<file path="src/rtl/proc_pkg.sv">
// ============================================================================
// Module      : proc_pkg
// Description : Shared opcodes, instruction field positions and sequencer
//               state encoding for the alu_sequencer controller.
// Revision    : 1.0 - initial release
// ============================================================================
`default_nettype none

package proc_pkg;

    localparam int OPC_HI = 11;
    localparam int OPC_LO = 8;
    localparam int IMM_HI = 7;
    localparam int IMM_LO = 0;

    localparam logic [2:0] ALU_ADD  = 3'd0;
    localparam logic [2:0] ALU_SUB  = 3'd1;
    localparam logic [2:0] ALU_AND  = 3'd2;
    localparam logic [2:0] ALU_OR   = 3'd3;
    localparam logic [2:0] ALU_XOR  = 3'd4;
    localparam logic [2:0] ALU_NOT  = 3'd5;
    localparam logic [2:0] ALU_PASS = 3'd6;

    localparam logic [3:0] OP_JMP  = 4'h8;
    localparam logic [3:0] OP_JC   = 4'h9;
    localparam logic [3:0] OP_JZ   = 4'hA;
    localparam logic [3:0] OP_HALT = 4'hF;

    typedef enum logic [2:0] {
        ST_IDLE   = 3'd0,
        ST_FETCH  = 3'd1,
        ST_DECODE = 3'd2,
        ST_EXEC   = 3'd3,
        ST_HALT   = 3'd4
    } state_t;

    // The ALU leaves carry undefined for SUB and PASS, so those keep the flag.
    function automatic logic alu_sets_carry(input logic [2:0] op);
        return (op != ALU_SUB) && (op != ALU_PASS);
    endfunction

endpackage

`default_nettype wire

</file>
<file path="src/rtl/alu_sequencer.sv">
// ============================================================================
// Module      : alu_sequencer
// Description : Fetch/decode/execute controller driving an external 8-bit
//               ALU, with accumulator, carry/zero flags, jumps and HALT.
// Revision    : 1.0 - initial release
// ============================================================================
`default_nettype none

module alu_sequencer
    import proc_pkg::*;
#(
    parameter int PC_W = 8,
    parameter int IW   = 12
) (
    input  logic            clk,
    input  logic            rst_n,
    input  logic            run,
    output logic            imem_req,
    output logic [PC_W-1:0] imem_addr,
    input  logic [IW-1:0]   imem_rdata,
    input  logic            imem_ack,
    output logic [7:0]      alu_a,
    output logic [7:0]      alu_b,
    output logic [2:0]      alu_op,
    input  logic [7:0]      alu_out,
    input  logic            alu_cy,
    output logic [7:0]      acc,
    output logic            flag_c,
    output logic            flag_z,
    output logic            halted
);

    state_t            r_state, w_state;
    logic [PC_W-1:0]   r_pc,     w_pc;
    logic [IW-1:0]     r_ir,     w_ir;
    logic [7:0]        r_acc,    w_acc;
    logic              r_flag_c, w_flag_c;
    logic              r_flag_z, w_flag_z;
    logic              r_req,    w_req;
    logic [7:0]        r_alu_a,  w_alu_a;
    logic [7:0]        r_alu_b,  w_alu_b;
    logic [2:0]        r_alu_op, w_alu_op;
    logic              r_halted, w_halted;

    logic [3:0]        w_opc;
    logic [7:0]        w_imm;
    logic              w_is_alu;
    logic              w_take;
    logic [PC_W-1:0]   w_pc_inc;

    assign w_opc    = r_ir[OPC_HI:OPC_LO];
    assign w_imm    = r_ir[IMM_HI:IMM_LO];
    assign w_is_alu = (w_opc[3] == 1'b0) && (w_opc[2:0] != 3'd7);
    assign w_take   = (w_opc == OP_JMP)
                   || ((w_opc == OP_JC) && r_flag_c)
                   || ((w_opc == OP_JZ) && r_flag_z);
    assign w_pc_inc = r_pc + PC_W'(1);

    always_comb begin
        w_state  = r_state;
        w_pc     = r_pc;
        w_ir     = r_ir;
        w_acc    = r_acc;
        w_flag_c = r_flag_c;
        w_flag_z = r_flag_z;
        w_req    = 1'b0;
        w_alu_a  = r_alu_a;
        w_alu_b  = r_alu_b;
        w_alu_op = r_alu_op;
        w_halted = r_halted;

        case (r_state)
            ST_IDLE: begin
                if (run) begin
                    w_state = ST_FETCH;
                    w_req   = 1'b1;
                end
            end
            ST_FETCH: begin
                // Request stays asserted until the memory acknowledges.
                if (imem_ack) begin
                    w_ir    = imem_rdata;
                    w_state = ST_DECODE;
                end else begin
                    w_req   = 1'b1;
                end
            end
            ST_DECODE: begin
                if (w_is_alu) begin
                    w_alu_a  = r_acc;
                    w_alu_b  = w_imm;
                    w_alu_op = w_opc[2:0];
                    w_state  = ST_EXEC;
                end else if (w_opc == OP_HALT) begin
                    w_halted = 1'b1;
                    w_state  = ST_HALT;
                end else begin
                    w_pc    = w_take ? PC_W'(w_imm) : w_pc_inc;
                    w_req   = 1'b1;
                    w_state = ST_FETCH;
                end
            end
            ST_EXEC: begin
                w_acc    = alu_out;
                w_flag_z = (alu_out == 8'd0);
                if (alu_sets_carry(r_alu_op)) begin
                    w_flag_c = alu_cy;
                end
                w_pc    = w_pc_inc;
                w_req   = 1'b1;
                w_state = ST_FETCH;
            end
            ST_HALT: begin
                w_state = ST_HALT;
            end
            default: begin
                w_state = ST_IDLE;
            end
        endcase
    end

    always_ff @(posedge clk) begin
        if (!rst_n) begin
            r_state  <= ST_IDLE;
            r_pc     <= '0;
            r_ir     <= '0;
            r_acc    <= 8'd0;
            r_flag_c <= 1'b0;
            r_flag_z <= 1'b0;
            r_req    <= 1'b0;
            r_alu_a  <= 8'd0;
            r_alu_b  <= 8'd0;
            r_alu_op <= ALU_PASS;
            r_halted <= 1'b0;
        end else begin
            r_state  <= w_state;
            r_pc     <= w_pc;
            r_ir     <= w_ir;
            r_acc    <= w_acc;
            r_flag_c <= w_flag_c;
            r_flag_z <= w_flag_z;
            r_req    <= w_req;
            r_alu_a  <= w_alu_a;
            r_alu_b  <= w_alu_b;
            r_alu_op <= w_alu_op;
            r_halted <= w_halted;
        end
    end

    assign imem_req  = r_req;
    assign imem_addr = r_pc;
    assign alu_a     = r_alu_a;
    assign alu_b     = r_alu_b;
    assign alu_op    = r_alu_op;
    assign acc       = r_acc;
    assign flag_c    = r_flag_c;
    assign flag_z    = r_flag_z;
    assign halted    = r_halted;

endmodule

`default_nettype wire

</file>
<file path="config.mk">
export PLATFORM = sky130hd
export DESIGN_NAME = alu_sequencer
export DESIGN_NICKNAME = d
export VERILOG_FILES = /design/src/rtl/proc_pkg.sv /design/src/rtl/alu_sequencer.sv
export SDC_FILE = /design/constraint.sdc
export NUM_CORES = 1
export LEC_CHECK = 0
export BUFFER_PORTS_ARGS = -buffer_cell sky130_fd_sc_hd__buf_4
export CAP_MARGIN = 20
export CORE_ASPECT_RATIO = 1.2
export CORE_MARGIN = 2
export CORE_UTILIZATION = 52
export CTS_CLUSTER_DIAMETER = 120
export DETAILED_ROUTE_END_ITERATION = 8
export GPL_ROUTABILITY_DRIVEN = 0
export PLACE_DENSITY = 0.79
export SYNTH_ARGS = -nofsm -noshare
export SYNTH_HDL_FRONTEND = slang
export SYNTH_SLANG_ARGS = --single-unit
</file>
<file path="constraint.sdc">
create_clock -name clk -period 1.95 [get_ports clk]
set_input_delay 0.0975 -clock clk [delete_from_list [all_inputs] [get_ports clk]]
set_output_delay 0.0975 -clock clk [all_outputs]
set_load 0.1 [all_outputs]
</file>
After elaboration in Yosys (flattened, before gate mapping)
Cells that the tools add are included.
Widths: inputs -> output; s select.

storage, ports and cells
  register bits after elaboration = 54
  bits in latches = 0
  memory bits (writable) = 0
  ROM bits = 0
  input port bits = 25
  output and inout port bits = 39
  logic and storage cells = 58
  memories = 0

operators by class
  $add $sub $neg = 1
  multiply operators = 0
  div/mod/pow operators = 0
  $lt $le $gt $ge = 0
  eq/ne operators = 15
  shifts and indexed selects = 0
  mux-type cells = 14
  bitwise operators = 2
  reductions and logical operators = 15

operators by type and width
  kind                 number
  $mux 8               3
  $eq 4x4->1 const B   4
  $pmux 8 s2           1
  $pmux 3 s5           1
  $mux 3               4
  $add 8x1->8 const B  1
  $logic_not 8->1      1
  $ne 2x2->1 const B   4
  $reduce_and 2->1     4
  $eq 3x2->1 const B   2
  $ne 3x3->1 const B   2
  $reduce_and 3->1     2
  $logic_and 1x1->1    4
  $mux 1               4
  $pmux 1 s4           1
  $eq 3x1->1 const B   1
  $eq 3x3->1 const B   1
  $logic_not 3->1      1
  $ne 3x1->1 const B   1
  $logic_or 1x1->1     2
  $not 1->1            2
  $reduce_bool 2->1    1

Logic depth before layout (Yosys ltp)
Gate-level depths: netlist of the first run.

  word-level depth = 8
  depth in mapped cells = 7

Worst setup path after synthesis of the first run
Ideal clock, no wire load.

  path type = reg2reg
  start point = reg r_pc[0] (netlist: imem_addr[0])
  end point = reg r_pc[6] (netlist: imem_addr[6])
  library setup time = 0.121 ns
  data arrival time = 2.081 ns
  slack = -0.252 ns
  cell stages (with the launch flop) = 6
  path buffers = 0
  clock period less this slack = 2.202 ns
  cells stage by stage = dfxtp_1 > ha_1 > and3_1 > nand4_1 > mux2_2 > o221a_1

between the ends
  longest elaborated chain between the ends = 5

ends and longest elaborated chain
  element                 RTL line              RTL
  start, declared         alu_sequencer.sv:34   logic [PC_W-1:0] r_pc, w_pc;
  start signal, assigned  alu_sequencer.sv:137  r_pc <= w_pc;
  $add 8x1->8 (*)         alu_sequencer.sv:57   assign w_pc_inc = r_pc + PC_W'(1);
  $mux 8                  alu_sequencer.sv:98   w_pc = w_take ? PC_W'(w_imm) : w_pc_inc;
  $mux 8                  alu_sequencer.sv:94   end else if (w_opc == OP_HALT) begin
  $mux 8                  alu_sequencer.sv:89   if (w_is_alu) begin
  $pmux 8 s2 (*)          alu_sequencer.sv:72   case (r_state)

Every way passes the cells marked *; elsewhere a longest branch is shown, timed or not. The select of a mux whose other input is x is not followed.
A chain may end at the register's enable or synchronous reset.

Final worst setup path of the first run
  start point = reg r_state[0]
  end point = reg r_ir[0]

between the ends
  longest elaborated chain between the ends = 2

ends and longest elaborated chain
  element                     RTL line              RTL
  start, declared             alu_sequencer.sv:33   state_t r_state, w_state;
  start signal, assigned      alu_sequencer.sv:136  r_state <= w_state;
  $eq 3x1->1                  alu_sequencer.sv:72
  $reduce_and 2->1 (no line)  -
  end signal, assigned        alu_sequencer.sv:138  r_ir <= w_ir;
  end, declared               alu_sequencer.sv:35   logic [IW-1:0] r_ir, w_ir;

No other way between the ends.

==> impl_results.md, run 1 <==
- Unrepaired setup endpoints after global routing: false
- Kind of end point of the critical path: flip-flop
- Met2 wire length: 2.748 mm
- Most common cell after layout, fill and taps aside: nand2_1
- Commonest non-fill, non-tap cells in the layout: nand2_1, buf_4, dfxtp_1
- Critical path, cell by cell: inv_1 > nor3_1 > and2_2 > nand2_1 > a21boi_0
- Final setup TNS: 0 ps
- Cell area after synthesis: 2352 um2
- Synth warn: 0
- Worst-margin pin slew: 454.8 ps
- Class of the worst hold path: primary input to flip-flop
- Vias: 2122
- Pleak: 1.195 nW
- Dominant synthesized flop cell: dfxtp_1
- Top sig layer: met4
- Post-synthesis xor/xnor area fraction: 0.3723%
- CP Class: flip-flop to flip-flop
- Final Cycle Share: 89.00%
- Ports: 64
- Critical path data required time: 2170 ps
- Avg Synthesized Cell Area: 8.139 um2
- Vias in the first global route: 2005
- DRT Pass-1 Iters: 6
- Max_cap viols: 0
- Hold Buf Count CTS: 0
- Fin. Hold Viols: 0
- Max-Slew Margin vs Limit: 69.68%
- Status: completed
- Skew final: 6.897 ps
- Yosys top cell by area: dfxtp_1
- Port Buffer Count: 63
- Remaining global-route overflow: 0
- Layout cells sized above 1: 24.57%
- Metal3 WL: 217 um
- GRT Total Usage: 22.93%
- Detailed Route WL: 5.494 mm
- Simple-gate share of the synthesized area: 24.47%
- Minimum clock period: 1735 ps
- Worst Path Buf+Inv: 1
- Diode count: 0
- Post-DRT Antenna Nets: 0
- Initial antenna violation count: 0
- Synth Area in Adders: 0.5319%
- Inserted Clock Buffers: 5
- Largest net degree at the start of global routing: 55
- Clock root buffer: clkbuf_8
- Crit path max fanout: 12
- EDFF count, synth: 0
- Worst path arrival time: 1960 ps
- Initial core utilization: 54.78%
- Dpl cells: 394
- Compound-Gate Fraction of Synth Area: 20.64%
- Area Overhead vs Synth: 25.96%
- Largest family of logic cells by synthesized area: simple AND/OR/NAND/NOR gates
- Std cell rows: 26
- Post-synth ARST share: 0%
- FF+latch count, synth: 54
- Routed WL per cell: 13.67 um
- DR DRC count: 0
- Initial DRC Count: 138
- Sequential element share of the synthesized area: 45.96%
- Area contributors post-synth: dfxtp_1, nand2_1, a21boi_0
- Postcts setup bufs: 0
- Clk sinks: 54
- CTS Buffer Depth: 2
- Startpoint types: flip-flop
- Multiplexer share of the synthesized area: 3.032%
- Cells after Synth: 289
- Slowest-stage cell, CP: dfxtp_1
- Final setup viols: 0
- First-pass GRT wire length: 9.149 mm
- H-tree lvl count: 2
- M1 WL: 2.435 mm
- TritonCTS clock tree: yes
- Die Y: 77.68 um
- Final-report max-slew violation count: 0
- # nets final: 371
- Kind of cell adding the most delay to the critical path: simple AND/OR/NAND/NOR gates
- Max VDD drop: 433.4 uV
- HPWL after DPL: 3.826 mm
- Via/cell ratio: 5.279
- Pwr/cell area: 727.9 nW/um2
- Fmax: 0.5762 GHz
- Post-place setup slack: 191.9 ps
- Die footprint: 5080 um2
- Core Area: 4294 um2
- CP max stage delay: 500 ps
- Clock Latency Late Sink: 310 ps
- Clk pin slew, worst setup/hold paths: 90 ps
- Top cell type's share of synthesized area: 45.96%
- Final worst setup slack: 214.5 ps
- Syn_nets: 315
- Finished Layout Cells: 402
- Post-synth cell types: 40
- Die X: 65.40 um
-- through the flow --
step	utilization, %	instance area (um2)	hold WS [ps]	total power [mW]
global route	69.00	2963	43.23	2.235
CTS	68.97	2962	36.04	2.174
detailed placement	66.40	2851	368.3	1.437
floorplan	-	2360	242.4	1.354
finish	69.00	2963	40.17	2.157
global placement	66.40	2851	358.2	1.436
-- path summary, 6_finish.rpt --
path | depth (start not counted) | to | from | slack, ps
max reg2reg | 5 | r_ir[0] | r_state[0] | 210
max | 5 | r_ir[0] | r_state[0] | 210
min reg2reg | 2 | alu_b[7] | alu_b[7] | 460
min | 3 | r_ir[1] | imem_rdata[1] | 40
-- synth_stat cells (2+ instances only) --
library cell	n
a21boi_0	29
a21boi_1	9
a21oi_1	13
and3_1	3
buf_2	10
clkbuf_1	7
dfxtp_1	54
inv_1	6
mux2i_1	6
nand2_1	88
nand3_1	7
nand3b_1	3
nand4_1	2
nor2_1	9
nor2b_1	4
nor3_1	3
nor3b_1	3
nor4_1	3
o21ai_0	4
o22ai_1	6
-- worst reg2reg max path: stages, from the launching register on --
cell	delay [ps]
dfxtp_1	500
inv_1	180
nor3_1	330
and2_2	350
nand2_1	110
a21boi_0	200
-- layer usage --
metal  vias to the layer above  GRT usage (%)
li1                       1093              -
met1                       975          28.31
met2                        46          39.29
met3                         8          4.783
met4                         0          7.708
met5                         -              0
-- sequential cells by signal, summed over array words and instances, names as in the netlist --
signal and flops:
alu_b 8, alu_op 3, flag_z 1, halted 1, imem_req 1, r_state 3
acc 8, imem_addr 8, alu_a 8, flag_c 1, r_ir 12
-- cell type report --
type	count	area (um2)
multi-input combinational	210	1161
timing repair buffer	68	510.5
sequential	54	1089
tap	56	70.07
inverter	6	22.52
fill	390	1331
clock inverter	2	37.54
clock buffer	6	72.57
-- repair_timing --
item / in CTS / in global routing
endpoints found under the hold margin: 0 / 0
setup endpoints to repair: 0 / 5
gates resized for setup: 0 / 1
-- power breakdown --
| group | switching [mW] | leakage (nW) | internal (mW) |
|---|---|---|---|
| logic | 0.166 | 0.703 | 0.0923 |
| clock network | 0.360 | 0.0514 | 0.383 |
| registers | 0.0287 | 0.440 | 1.13 |
-- cell families after synthesis --
kind of cell             after synthesis
AO/OA/AOI/OAI                         70
buffers and inverters                 25
AND/OR/NAND/NOR                      131
multiplexers                           7
adder cells (fa/ha/maj)                1
XOR/XNOR                               1
flip-flops                            54
Power figures use the tool's default switching activity.
==> run 2: changes to the inputs <==
CORE_ASPECT_RATIO = 1.4   (was 1.2)
SETUP_SLACK_MARGIN = 0.3   (was unset)
==> run 2 against run 1 <==
Against the previous run:
- worst setup slack improved by 130 ps
- fmax is 8.0% higher
- final cell count increased by 1.7%
- clock-buffer cell count increased by 1
- global-route usage grew 0.86 points
- total power grew 5.9%
- sequential share of layout area fell by 0.54 points
- clock skew fell by 1.0 ps
- sequential power about the same
- critical path type unchanged
- largest cell class unchanged
==> impl_results.md, run 2 (synthesized netlist as in run 1, its figures left out) <==
- Worst path arrival time: 1810 ps (-150 ps)
- Std cell rows: 28 (+7.7%)
- Routed WL per cell: 13.52 um (-1.0%)
- Initial DRC Count: 116 (-16%)
- Worst reg2reg path startpoint: r_ir[9]
- Vias in the first global route: 2157 (+7.6%)
- Pwr/cell area: 749.6 nW/um2 (+3.0%)
- Clk sinks: 54 (unchanged)
- First-pass GRT wire length: 9.515 mm (+4.0%)
- Initial antenna violation count: 0 (unchanged)
- Clock root buffer: clkbuf_8
- Critical path data required time: 2150 ps (-20 ps)
- Max-Slew Margin vs Limit: 69.52% (-0.16 points)
- Max_cap viols: 0 (unchanged)
- Dpl cells: 401 (+1.8%)
- Unrepaired setup endpoints after global routing: true
- R2R Setup Slk: 340 ps (+130 ps)
- Remaining global-route overflow: 0 (unchanged)
- Largest net degree at the start of global routing: 55 (unchanged)
- Power Total: 2.283 mW (+5.9%)
- Die X: 60.84 um (-7.0%)
- Fin. Hold Viols: 0 (unchanged)
- CP Class: flip-flop to flip-flop
- Status: completed
- Pleak: 1.229 nW (+2.9%)
- Post-DP Area: 2888 um2 (+1.3%)
- Startpoint types: flip-flop
- Die Y: 83.58 um (+7.6%)
- Detailed Route WL: 5.531 mm (+0.67%)
- Worst-margin pin slew: 457.2 ps (+2.384 ps)
- Max VDD drop: 635.0 uV (+47%)
- Clk pin slew, worst setup/hold paths: 100 ps (about the same)
- Finished Layout Cells: 409 (+1.7%)
- Initial core utilization: 55.04% (+0.26 points)
- Final setup TNS: 0 ps (unchanged)
- Final-report max-slew violation count: 0 (unchanged)
- H-tree lvl count: 2 (unchanged)
- Post-layout util: 71.25% (+2.3 points)
- Final Cell Area: 3045 um2 (+2.8%)
- Largest register FFs: 12 (unchanged)
- Hold Path End: r_ir[11]
- Core Area: 4274 um2 (-0.47%)
- Fmax: 0.6221 GHz (+8.0%)
- R2R depth: 5 (unchanged)
- Most common cell after layout, fill and taps aside: nand2_1
- Kind of end point of the critical path: flip-flop
- Class of the worst hold path: primary input to flip-flop
- Inserted Clock Buffers: 5 (unchanged)
- Crit path max fanout: 10 (-2)
- Hold path cells: 3 (unchanged)
- Beginning of the worst hold path: imem_rdata[11]
- Skew final: 5.891 ps (-1.006 ps)
- Commonest non-fill, non-tap cells in the layout: nand2_1, buf_4, dfxtp_1
- CTS Buffer Depth: 2 (unchanged)
- TritonCTS clock tree: yes
- Clock Latency Late Sink: 310 ps (about the same)
- Diode count: 0 (unchanged)
- HPWL after DPL: 3.967 mm (+3.7%)
- Reg-to-Reg End: imem_addr[0]
- DRT Pass-1 Iters: 4 (-2)
- Final Cycle Share: 82.43% (-6.6 points)
- DR DRC count: 0 (unchanged)
- Area Overhead vs Synth: 29.47%
- GRT Total Usage: 23.79% (+0.86 points)
- Post-DRT Antenna Nets: 0 (unchanged)
- Final setup viols: 0 (unchanged)
- Via/cell ratio: 5.362 (+1.6%)
- Port Buffer Count: 63 (unchanged)
- Layout cells sized above 1: 27.79% (+3.2 points)
- # nets final: 374 (+0.81%)
- Largest Register: r_ir
- Minimum clock period: 1607 ps (-128.1 ps)
- Vias: 2193 (+3.3%)
- Ports: 64 (unchanged)
- Die footprint: 5085 um2 (+0.11%)
==> run 2: cell type report <==
class | count | area, um2
fillers | 352 | 1229
multi-input cells | 210 | 1175
flip-flops and latches | 54 | 1102
repair buffers | 71 | 533.0
clock buffers | 7 | 107.6
well taps | 60 | 75.07
clock inverters | 1 | 30.03
inverters | 6 | 22.52
==> run 2: per-stage QoR <==
stage | worst slack, ps | hold slack, ps
2_1_floorplan | 159.0 | 242.4
3_3_place_gp | 323.2 | 361.9
3_5_place_dp | 254.3 | 373.0
4_1_cts | 282.6 | 40.52
5_1_grt | 245.7 | 41.15
6_report | 342.6 | 40.48
==> run 2: what timing repair did <==
action	in CTS	in global routing
gates resized for setup	5	4
setup buffers	0	0
endpoints found under the setup margin	29	11
hold buffers	0	0
==> run 2: layer usage <==
metal	global-route usage [%]	vias to the layer above	wire, um
met3	5.736	7	283
met4	8.498	0	85
met2	40.76	57	2816
met5	0	-	0
met1	27.70	1028	2345
li1	-	1101	-
==> run 2: worst max-delay path by stage <==
stage	from	endpoint	slack, ps	cells past startpoint
after detailed placement	r_state[1]	alu_b[5]	250	5
after floorplan	imem_addr[4]	imem_addr[6]	160	3
after global placement	r_state[1]	alu_b[4]	320	5
after global routing	r_ir[9]	imem_addr[0]	250	5
after CTS	r_ir[9]	imem_addr[0]	280	5
final	r_ir[9]	imem_addr[0]	340	5
==> run 2: where the power goes <==
part | leakage (nW) | switching, mW | internal [mW] | total, mW
Combinational | 0.717 | 0.165 | 0.0985 | 0.264
Sequential | 0.443 | 0.0292 | 1.12 | 1.15
Clock | 0.0696 | 0.369 | 0.496 | 0.865
Total | 1.23 | 0.563 | 1.72 | 2.28
==> run 2: critical path, stage by stage (launching register included) <==
cell     delay, ps
dfxtp_1        390
and3_4         250
xnor2_1        110
a21o_2         300
and2_0         180
o31a_1         280
